File: src/rtl/inst_fetch_ctrl.sv
// -----------------------------------------------------------------------------
// inst_fetch_ctrl
//
// Instruction-fetch sequencer in front of a combinational instruction ROM.
// Owns the fetch PC, drives the ROM word address, captures ROM data into a
// two-entry prefetch buffer and presents {pc, inst} at the buffer head to
// decode. Taken branches redirect fetch and flush wrong-path entries. Fetch
// stops after the last ROM word and reports halted once the buffer drains.
//
// Optional build macro:
//   FETCH_STATS_EN  adds stat_fetch_o, a saturating count of completed
//                   decode handshakes (cleared only by reset).
//
// Ports:
//   clk_i          in   1       clock, all state on rising edge
//   reset_i        in   1       synchronous active-high reset
//   start_i        in   1       pulse: leave IDLE, begin fetching at word 0
//   rom_addr_o     out  ADDR_W  ROM word address (registered fetch PC)
//   rom_data_i     in   INST_W  ROM word for rom_addr_o, same cycle
//   inst_o         out  INST_W  instruction at buffer head
//   pc_o           out  ADDR_W  word address of inst_o
//   inst_valid_o   out  1       buffer head valid
//   inst_ready_i   in   1       decode accepts the head
//   redirect_i     in   1       taken branch/jump: flush and refetch
//   redirect_pc_i  in   ADDR_W  redirect target (word address)
//   state_o        out  2       debug view of the sequencer state
//                               (0 IDLE, 1 RUN, 2 DRAIN, 3 HALT)
//   halted_o       out  1       fetch finished and buffer empty
//   stat_fetch_o   out  16      completed handshakes (FETCH_STATS_EN only)
//
// Handshake: the head entry transfers to decode on a rising edge where
// inst_valid_o and inst_ready_i are both 1. inst_valid_o never depends on
// inst_ready_i, and while inst_valid_o=1 and no handshake occurs, inst_o and
// pc_o hold their values (redirect and reset excepted, which flush).
// -----------------------------------------------------------------------------
module inst_fetch_ctrl #(
    parameter int ADDR_W    = 32,
    parameter int ROM_DEPTH = 64,
    parameter int INST_W    = 32
) (
    input  logic              clk_i,
    input  logic              reset_i,
    input  logic              start_i,
    output logic [ADDR_W-1:0] rom_addr_o,
    input  logic [INST_W-1:0] rom_data_i,
    output logic [INST_W-1:0] inst_o,
    output logic [ADDR_W-1:0] pc_o,
    output logic              inst_valid_o,
    input  logic              inst_ready_i,
    input  logic              redirect_i,
    input  logic [ADDR_W-1:0] redirect_pc_i,
    output logic [1:0]        state_o,
    output logic              halted_o
`ifdef FETCH_STATS_EN
    ,
    output logic [15:0]       stat_fetch_o
`endif
);

    typedef enum logic [1:0] {
        ST_IDLE  = 2'd0,
        ST_RUN   = 2'd1,
        ST_DRAIN = 2'd2,
        ST_HALT  = 2'd3
    } state_t;

    localparam logic [ADDR_W-1:0] LAST_PC = ADDR_W'(ROM_DEPTH - 1);

    // Sequencer state and fetch pointer
    state_t            state_q;
    state_t            state_d;
    logic [ADDR_W-1:0] fetch_pc_q;
    logic [ADDR_W-1:0] fetch_pc_d;

    // Prefetch buffer: entry 0 is always the head, entry 1 the tail.
    logic [1:0]        count_q;
    logic [1:0]        count_d;
    logic [ADDR_W-1:0] e0_pc_q;
    logic [INST_W-1:0] e0_inst_q;
    logic [ADDR_W-1:0] e1_pc_q;
    logic [INST_W-1:0] e1_inst_q;

    // Per-cycle control
    logic       pop;
    logic       push;
    logic       flush;
    logic [1:0] count_after_pop;

    // Moore outputs straight from registers
    assign rom_addr_o   = fetch_pc_q;
    assign inst_o       = e0_inst_q;
    assign pc_o         = e0_pc_q;
    assign inst_valid_o = (count_q != 2'd0);
    assign halted_o     = (state_q == ST_HALT);
    assign state_o      = state_q;

    assign pop             = inst_valid_o & inst_ready_i;
    assign count_after_pop = count_q - {1'b0, pop};

    // -------------------------------------------------------------------------
    // Next-state logic
    // -------------------------------------------------------------------------
    always_comb begin
        state_d    = state_q;
        fetch_pc_d = fetch_pc_q;
        push       = 1'b0;
        flush      = 1'b0;

        if (state_q == ST_IDLE) begin
            // Only start_i matters here; a coincident redirect is dropped.
            if (start_i) begin
                state_d = ST_RUN;
            end
        end else if (redirect_i) begin
            // A same-cycle pop still completes; everything left is flushed.
            flush = 1'b1;
            if (redirect_pc_i <= LAST_PC) begin
                fetch_pc_d = redirect_pc_i;
                state_d    = ST_RUN;
            end else begin
                // Out-of-range target: halt without loading it, so the ROM
                // address never leaves the legal program space.
                state_d = ST_HALT;
            end
        end else begin
            unique case (state_q)
                ST_RUN: begin
                    // Room exists when the post-pop occupancy is below two.
                    if (count_after_pop != 2'd2) begin
                        push = 1'b1;
                        if (fetch_pc_q == LAST_PC) begin
                            // Last word fetched: hold the pointer, no wrap.
                            state_d = ST_DRAIN;
                        end else begin
                            fetch_pc_d = fetch_pc_q + ADDR_W'(1);
                        end
                    end
                end
                ST_DRAIN: begin
                    // Move on as the final entry leaves, so halted_o rises
                    // on the cycle right after the last handshake.
                    if (count_after_pop == 2'd0) begin
                        state_d = ST_HALT;
                    end
                end
                ST_HALT: begin
                    state_d = ST_HALT;
                end
                default: begin
                    state_d = ST_IDLE;
                end
            endcase
        end

        if (flush) begin
            count_d = 2'd0;
        end else begin
            count_d = count_after_pop + {1'b0, push};
        end
    end

    // -------------------------------------------------------------------------
    // State register
    // -------------------------------------------------------------------------
    always_ff @(posedge clk_i) begin
        if (reset_i) begin
            state_q    <= ST_IDLE;
            fetch_pc_q <= '0;
            count_q    <= 2'd0;
        end else begin
            state_q    <= state_d;
            fetch_pc_q <= fetch_pc_d;
            count_q    <= count_d;
        end
    end

    // -------------------------------------------------------------------------
    // Prefetch buffer storage
    // -------------------------------------------------------------------------
    always_ff @(posedge clk_i) begin
        if (reset_i) begin
            e0_pc_q   <= '0;
            e0_inst_q <= '0;
            e1_pc_q   <= '0;
            e1_inst_q <= '0;
        end else if (!flush) begin
            if (pop) begin
                e0_pc_q   <= e1_pc_q;
                e0_inst_q <= e1_inst_q;
            end
            // A push lands in the first free slot after the pop; when that is
            // slot 0 it overrides the shift above.
            if (push) begin
                if (count_after_pop == 2'd0) begin
                    e0_pc_q   <= fetch_pc_q;
                    e0_inst_q <= rom_data_i;
                end else begin
                    e1_pc_q   <= fetch_pc_q;
                    e1_inst_q <= rom_data_i;
                end
            end
        end
    end

`ifdef FETCH_STATS_EN
    // -------------------------------------------------------------------------
    // Handshake counter: saturating, survives redirects
    // -------------------------------------------------------------------------
    logic [15:0] stat_q;

    always_ff @(posedge clk_i) begin
        if (reset_i) begin
            stat_q <= '0;
        end else if (pop && (stat_q != 16'hFFFF)) begin
            stat_q <= stat_q + 16'd1;
        end
    end

    assign stat_fetch_o = stat_q;
`endif

endmodule

File: config.mk
export PLATFORM = sky130hd
export DESIGN_NAME = inst_fetch_ctrl
export DESIGN_NICKNAME = d
export VERILOG_FILES = /design/src/rtl/inst_fetch_ctrl.sv
export SDC_FILE = /design/constraint.sdc
export NUM_CORES = 1
export LEC_CHECK = 0
export BUFFER_PORTS_ARGS = -buffer_cell sky130_fd_sc_hd__buf_4
export CAP_MARGIN = 20
export CORE_MARGIN = 2
export CORE_UTILIZATION = 35
export DETAILED_ROUTE_END_ITERATION = 8
export GPL_TIMING_DRIVEN = 0
export MAX_ROUTING_LAYER = met4
export PLACE_DENSITY_LB_ADDON = 0.2
export SLEW_MARGIN = 40
export SYNTH_ARGS = -nofsm -noshare
export SYNTH_HDL_FRONTEND = slang
export SYNTH_SLANG_ARGS = --single-unit
File: constraint.sdc
create_clock -name clk_i -period 7.2 [get_ports clk_i]
set_input_delay 1.44 -clock clk_i [delete_from_list [all_inputs] [get_ports clk_i]]
set_output_delay 1.44 -clock clk_i [all_outputs]
set_load 0.005 [all_outputs]
==> results.py, run 1 <==
metrics = {
    "synthesis": {
        "synthArstFlopShare_pct": 0,
        "synth_cells": 1069,
        "avgSynthCellArea_sq_um": 7.428,
        "synth-edff-count": 0,
        "synth_cell_types": 53,
        "yosys_warnings": 0,
        "synth-main-ff-cell": "dfxtp_1",
        "synth_nets": 1141,
        "ys_ff_latch": 164,
        "syn-cell-area_sq_um": 7940,
        "yosysSeqAreaShare_pct": 41.35,
    },
    "clock_network": {
        "cts.sinks": 164,
        "cts_tree": "done",
        "ctsLongestPathBuffers": 2,
        "clock_latency_ps": 440,
        "path_clk_slew_ps": 70,
        "cts_root_buf": "clkbuf_16",
        "numCtsBuffers": 17,
        "htreeDepth": 4,
        "cts_resized": 0,
        "cts_setup_buffers": 0,
        "cts-hold-fix-buffers": 0,
    },
    "grt": {
        "grt_pass1_wl_mm": 45.22,
        "grt_max_degree": 17,
        "first_global_vias": 8211,
        "track_usage_pct": 24.64,
        "grt_remaining_overflow": 0,
        "antenna_found_initial": 0,
    },
    "power_and_ir_drop": {
        "p_sw_share_pct": 34.82,
        "vdd_drop_max_uv": 160.1,
        "p_clk_share_pct": 31.8,
        "p_seq_share_pct": 39.3,
        "p_int_uw": 1852,
        "power_uw": 2841,
        "p_comb_share_pct": 28.9,
        "p_leak_uw": 0.003924,
        "power_density_nw_per_um2": 280.7,
        "power.switching_uw": 989.4,
    },
    "finish": {
        "n_fill_cell": 2353,
        "instances_no_fill": 1553,
        "diodes": 0,
        "area_growth_pct": 27.45,
        "fin_area_sq_um": 10120,
        "nets": 1327,
        "drive_gt1_share_pct": 19.79,
        "multi_input_area_sq_um": 4193,
        "seqCellArea_sq_um": 3283,
    },
    "setup_path": {
        "startpoint_type": "input pin",
        "worstSetupPathType": "in2reg",
        "cp_max_fo": 10,
        "crit_required_ps": 7560,
        "arrival_ps": 5020,
        "end_kind": "register",
    },
    "timing": {
        "slew_violations": 0,
        "fin_skew_ps": 15.89,
        "setup_viol_count_final": 0,
        "period_share_pct": 64.72,
        "relSlewSlack_pct": 43.37,
        "timing.fmax_mhz": 214.6,
        "worst_pin_slew_ps": 828.1,
        "timing.final.hold_violations": 0,
        "fin_crit_ps": 4660,
        "rsz0062_at_grt": "no",
        "setup_tns_ps": 0,
    },
    "job": {
        "maxCapViolCount": 0,
    },
    "route": {
        "wirelength_mm": 29.20,
        "ant_nets": 0,
        "routedLengthMet1_mm": 13.00,
        "drt-wirelength-per-cell_um": 18.80,
        "route.detailed.drc": 0,
        "route.met3.wl_mm": 1.882,
        "drt-pass1-iter-count": 5,
        "met2_length_mm": 13.44,
        "vias": 8684,
        "viasPerCell": 5.592,
        "routed.top_layer": "met4",
        "drt_first_iter_violations": 681,
    },
    "placement": {
        "gp_congestion": 0.9261,
        "io_buffers": 167,
        "placed_cell_area_sq_um": 9550,
        "post-dp-hpwl_mm": 20.33,
        "numPlacedInstances": 1521,
    },
    "floorplan": {
        "rows": 55,
        "start_util_pct": 35.39,
        "chipWidth_um": 154.6,
        "top_level_ports": 169,
        "core_area_sq_um": 22430,
        "dieArea_sq_um": 23910,
        "dieHeight_um": 154.6,
    },
    "run_status": {
        "outcome": "completed",
    },
    "hold_path": {
        "hold_class": "reg2reg",
    },
}
final timing paths:
check | start | to | slack, ps | cells past startpoint
worst max-delay path | inst_ready_i | pc_o[12] | 2540 | 12
worst min-delay path | e1_inst_q[17] | e1_inst_q[17] | 460 | 2
worst max register to register | count_q[1] | pc_o[12] | 3200 | 11
worst min register to register | e1_inst_q[17] | e1_inst_q[17] | 460 | 2
final cells by class:
type	instances	area share, %
repair buffers	167	12.39
clock inverters	14	1.385
well taps	285	3.524
multi-input cells	792	41.43
clock buffers	18	4.241
flip-flops and latches	164	32.44
inverters	11	0.4080
plain buffers	102	4.179
state kept, by name, summed over array words and instances (netlist names):
name / count
count_q: 2
e1_inst_q: 32
e1_pc_q: 32
inst_o: 32
pc_o: 32
rom_addr_o: 32
state_o: 2
cell usage after synthesis (10+ instances only):
cell type | n | area [sq um]
o21ai_0 | 80 | 400.4
a21oi_1 | 178 | 890.9
nor3_1 | 11 | 55.05
o21ai_1 | 51 | 255.2
nand3_1 | 12 | 60.06
buf_2 | 13 | 65.06
nor2_1 | 88 | 330.3
dfxtp_1 | 164 | 3283
nand2_1 | 234 | 878.3
nor4_1 | 14 | 87.58
a41oi_1 | 19 | 166.4
clkbuf_1 | 77 | 289.0
o32ai_2 | 23 | 374.1
inv_1 | 10 | 37.54
power groups by stage:
stage	combinational, uW	clock, uW	sequential (uW)
2_1_floorplan	442	0	1120
3_3_place_gp	810	0	1130
3_5_place_dp	817	0	1130
4_1_cts	821	915	1110
5_1_grt	911	959	1130
6_report	822	903	1120
per-stage QoR:
stage	util [%]	hold slack [ps]	setup WS (ps)
3_3_place_gp	42.57	441.6	2133
5_1_grt	45.11	474.8	2149
3_5_place_dp	42.57	446.9	2053
4_1_cts	45.11	456.5	2507
2_1_floorplan	-	436.7	3457
6_report	45.11	455.3	2540
cell families after synthesis:
family	share of synthesized area (%)
AO/OA/AOI/OAI	30.89
XOR/XNOR	0.3310
adder cells (fa/ha/maj)	0.4728
buffers and inverters	5.846
flip-flops	41.35
multiplexers	0.3939
AND/OR/NAND/NOR	20.72
metal layers:
| layer | vias to the layer above | track usage (%) |
|---|---|---|
| li1 | 4135 | - |
| met1 | 4121 | 32.71 |
| met2 | 354 | 38.05 |
| met3 | 74 | 3.979 |
| met4 | 0 | 8.907 |
| met5 | - | - |
cells in the final DEF, fill, tap and decap left out, drive strengths merged, types with 2 or more instances in the layout:
cell	n
o2bb2ai	2
a21o	2
xnor2	2
dfxtp	164
nor4	16
o32ai	23
a31oi	8
nand2	234
nor3	12
ha	3
o31a	5
nor2	89
a211oi	2
nor3b	3
clkinv	4
a41oi	19
inv	18
a32oi	4
and2	5
o221a	6
or2	2
nand4	8
and3	4
nand3	13
a21oi	179
a22oi	5
buf	191
clkbuf	96
o21ai	131
mux2i	2
clkinvlp	2
o21a	4
critical path: stages:
cell      delay [ps]
buf_4            120
o21ai_1          140
clkbuf_1         600
clkbuf_1         450
inv_1             90
ha_1             280
clkbuf_1         390
nand3_1          210
a21oi_2          620
clkbuf_1         400
o21ai_0          130
a21oi_1          140
(Power assumes the default switching activity.)
==> run 2: changes to the inputs <==
clock period = 4.5 ns   (was 7.2 ns; I/O delays follow)
==> run 2 against run 1 <==
  * Design area hardly changed
  * Global-route usage stayed put
  * Count of clock-buffer cells in the layout stayed put
  * Via count hardly changed
  * Largest cell class unchanged
  * Largest power group unchanged
==> results.py, run 2 (synthesis results as in run 1) <==
metrics = {
    "run_status": {
        "outcome": "completed",
    },
    "clock_network": {
        "ctsLongestPathBuffers": 2,
        "cts_setup_buffers": 0,
        "numCtsBuffers": 17,
        "cts_tree": "done",
        "cts_root_buf": "clkbuf_16",
        "path_clk_slew_ps": 70,
        "clock_latency_ps": 440,
        "htreeDepth": 4,
        "cts-hold-fix-buffers": 0,
        "cts.sinks": 164,
    },
    "hold_path": {
        "hold_class": "reg2reg",
    },
    "power_and_ir_drop": {
        "p_leak_uw": 0.003925,
        "power_density_nw_per_um2": 449.5,
        "vdd_drop_max_uv": 259.1,
    },
    "placement": {
        "placed_cell_area_sq_um": 9550,
        "gp_congestion": 0.9261,
        "place_ws_ps": -107.3,
        "io_buffers": 167,
        "post-dp-hpwl_mm": 20.33,
    },
    "job": {
        "maxCapViolCount": 0,
    },
    "setup_path": {
        "startpoint_type": "input pin",
        "reg2reg_slack_ps": 480,
        "cp_top_family": "buffers and inverters",
        "end_kind": "register",
        "slowest_stage": "clkbuf_1",
        "worst_path_largest_cell_delay_ps": 600,
        "crit_required_ps": 4800,
        "cp_max_fo": 10,
        "arrival_ps": 4420,
        "cp_common_cell": "clkbuf_1",
        "worstSetupPathType": "in2reg",
        "crit_buf_inv": 7,
        "worstPathCellList": "buf_4, o21ai_1, clkbuf_1, clkbuf_1, inv_1, ha_1, clkbuf_1, nand3_1, clkbuf_1, buf_1, nand2_1, o21ai_1, a21oi_1",
    },
    "finish": {
        "nets": 1327,
        "final_common_cell": "nand2_1",
        "multi_input_area_sq_um": 4200,
        "fin_area_sq_um": 10130,
        "mostFrequentLayoutCells": "234 x nand2_1, 178 x a21oi_1, 167 x buf_4, 164 x dfxtp_1, 88 x nor2_1",
        "diodes": 0,
        "n_fill_cell": 2351,
        "area_growth_pct": 27.54,
        "drive_gt1_share_pct": 19.79,
        "seqCellArea_sq_um": 3283,
    },
    "route": {
        "drt-wirelength-per-cell_um": 18.81,
        "drt-pass1-iter-count": 5,
        "vias": 8680,
        "wirelength_mm": 29.21,
        "route.detailed.drc": 0,
        "drt_first_iter_violations": 663,
        "ant_nets": 0,
        "viasPerCell": 5.589,
    },
    "grt": {
        "grt_max_degree": 17,
        "grt_pass1_wl_mm": 45.22,
        "track_usage_pct": 24.64,
        "first_global_vias": 8211,
        "antenna_found_initial": 0,
        "grt_remaining_overflow": 0,
    },
    "floorplan": {
        "chipWidth_um": 154.6,
        "dieHeight_um": 154.6,
        "rows": 55,
        "dieArea_sq_um": 23910,
        "core_area_sq_um": 22430,
        "start_util_pct": 35.39,
        "top_level_ports": 169,
    },
    "timing": {
        "setup_viol_count_final": 0,
        "worst_pin_slew_ps": 853.2,
        "rsz0062_at_grt": "no",
        "timing.fmax_mhz": 242.5,
        "timing.final.hold_violations": 0,
        "fin_crit_ps": 4124,
        "relSlewSlack_pct": 41.65,
        "fin_skew_ps": 15.22,
        "setup_ws_ps": 376.3,
        "period_share_pct": 91.64,
        "slew_violations": 0,
    },
}
[run 2: cell count changes in the layout (fill, tap and decap cells not counted)]
cell     delta
a21oi_4     +1
a21oi_2     -1
[run 2: final timing paths]
kind	startpoint	cells past startpoint	to
setup / recovery	inst_ready_i	13	pc_o[18]
hold reg to reg	e1_inst_q[17]	2	e1_inst_q[17]
setup reg to reg	count_q[1]	12	pc_o[18]
hold / removal	e1_inst_q[17]	2	e1_inst_q[17]
[run 2: worst reg2reg max path, cell delays in order (launching register included)]
cell and delay, ps:
dfxtp_1 350, o21ai_1 310, clkbuf_1 600, clkbuf_1 450, inv_1 100, ha_1 280
clkbuf_1 260, nand3_1 240, clkbuf_1 470, buf_1 500, nand2_1 110, o21ai_1 140
a21oi_1 90
[run 2: layer usage]
layer / up-vias / global-route usage, % / part of all wire [%]
li1: 4138 / - / -
met1: 4082 / 32.71 / 44
met2: 390 / 38.05 / 46
met3: 70 / 3.979 / 7.0
met4: 0 / 8.907 / 3.0
met5: - / - / 0
[run 2: layout make-up]
type	count	share of cell area, %
inverter	11	0.4077
multi-input combinational	792	41.48
tap	285	3.521
buffer	102	4.176
clock buffer	18	4.238
clock inverter	14	1.384
timing repair buffer	167	12.38
sequential	164	32.42
[run 2: where the power goes]
part	switching [uW]	leakage (uW)	internal, uW
Combinational	780	0.00232	541
Sequential	141	0.00133	1640
Clock	668	0.000275	779
Total	1590	0.00392	2960
[run 2: what timing repair did]
item                                   4_1_cts  5_1_grt
gates resized for setup                      0        1
setup endpoints to repair                    0        2
endpoints found under the hold margin        0        0
[run 2: through the flow]
stage / TNS (ps) / utilization, % / hold slack [ps] / cells / power [uW]
after floorplan: 0 / - / 436.7 / 1069 / 2499
after global placement: -307.0 / 42.57 / 441.6 / 1521 / 3110
after detailed placement: -2743 / 42.57 / 446.9 / 1521 / 3119
after CTS: 0 / 45.11 / 456.5 / 1553 / 4560
after global routing: 0 / 45.14 / 474.8 / 1553 / 4805
final: 0 / 45.14 / 455.9 / 1553 / 4552
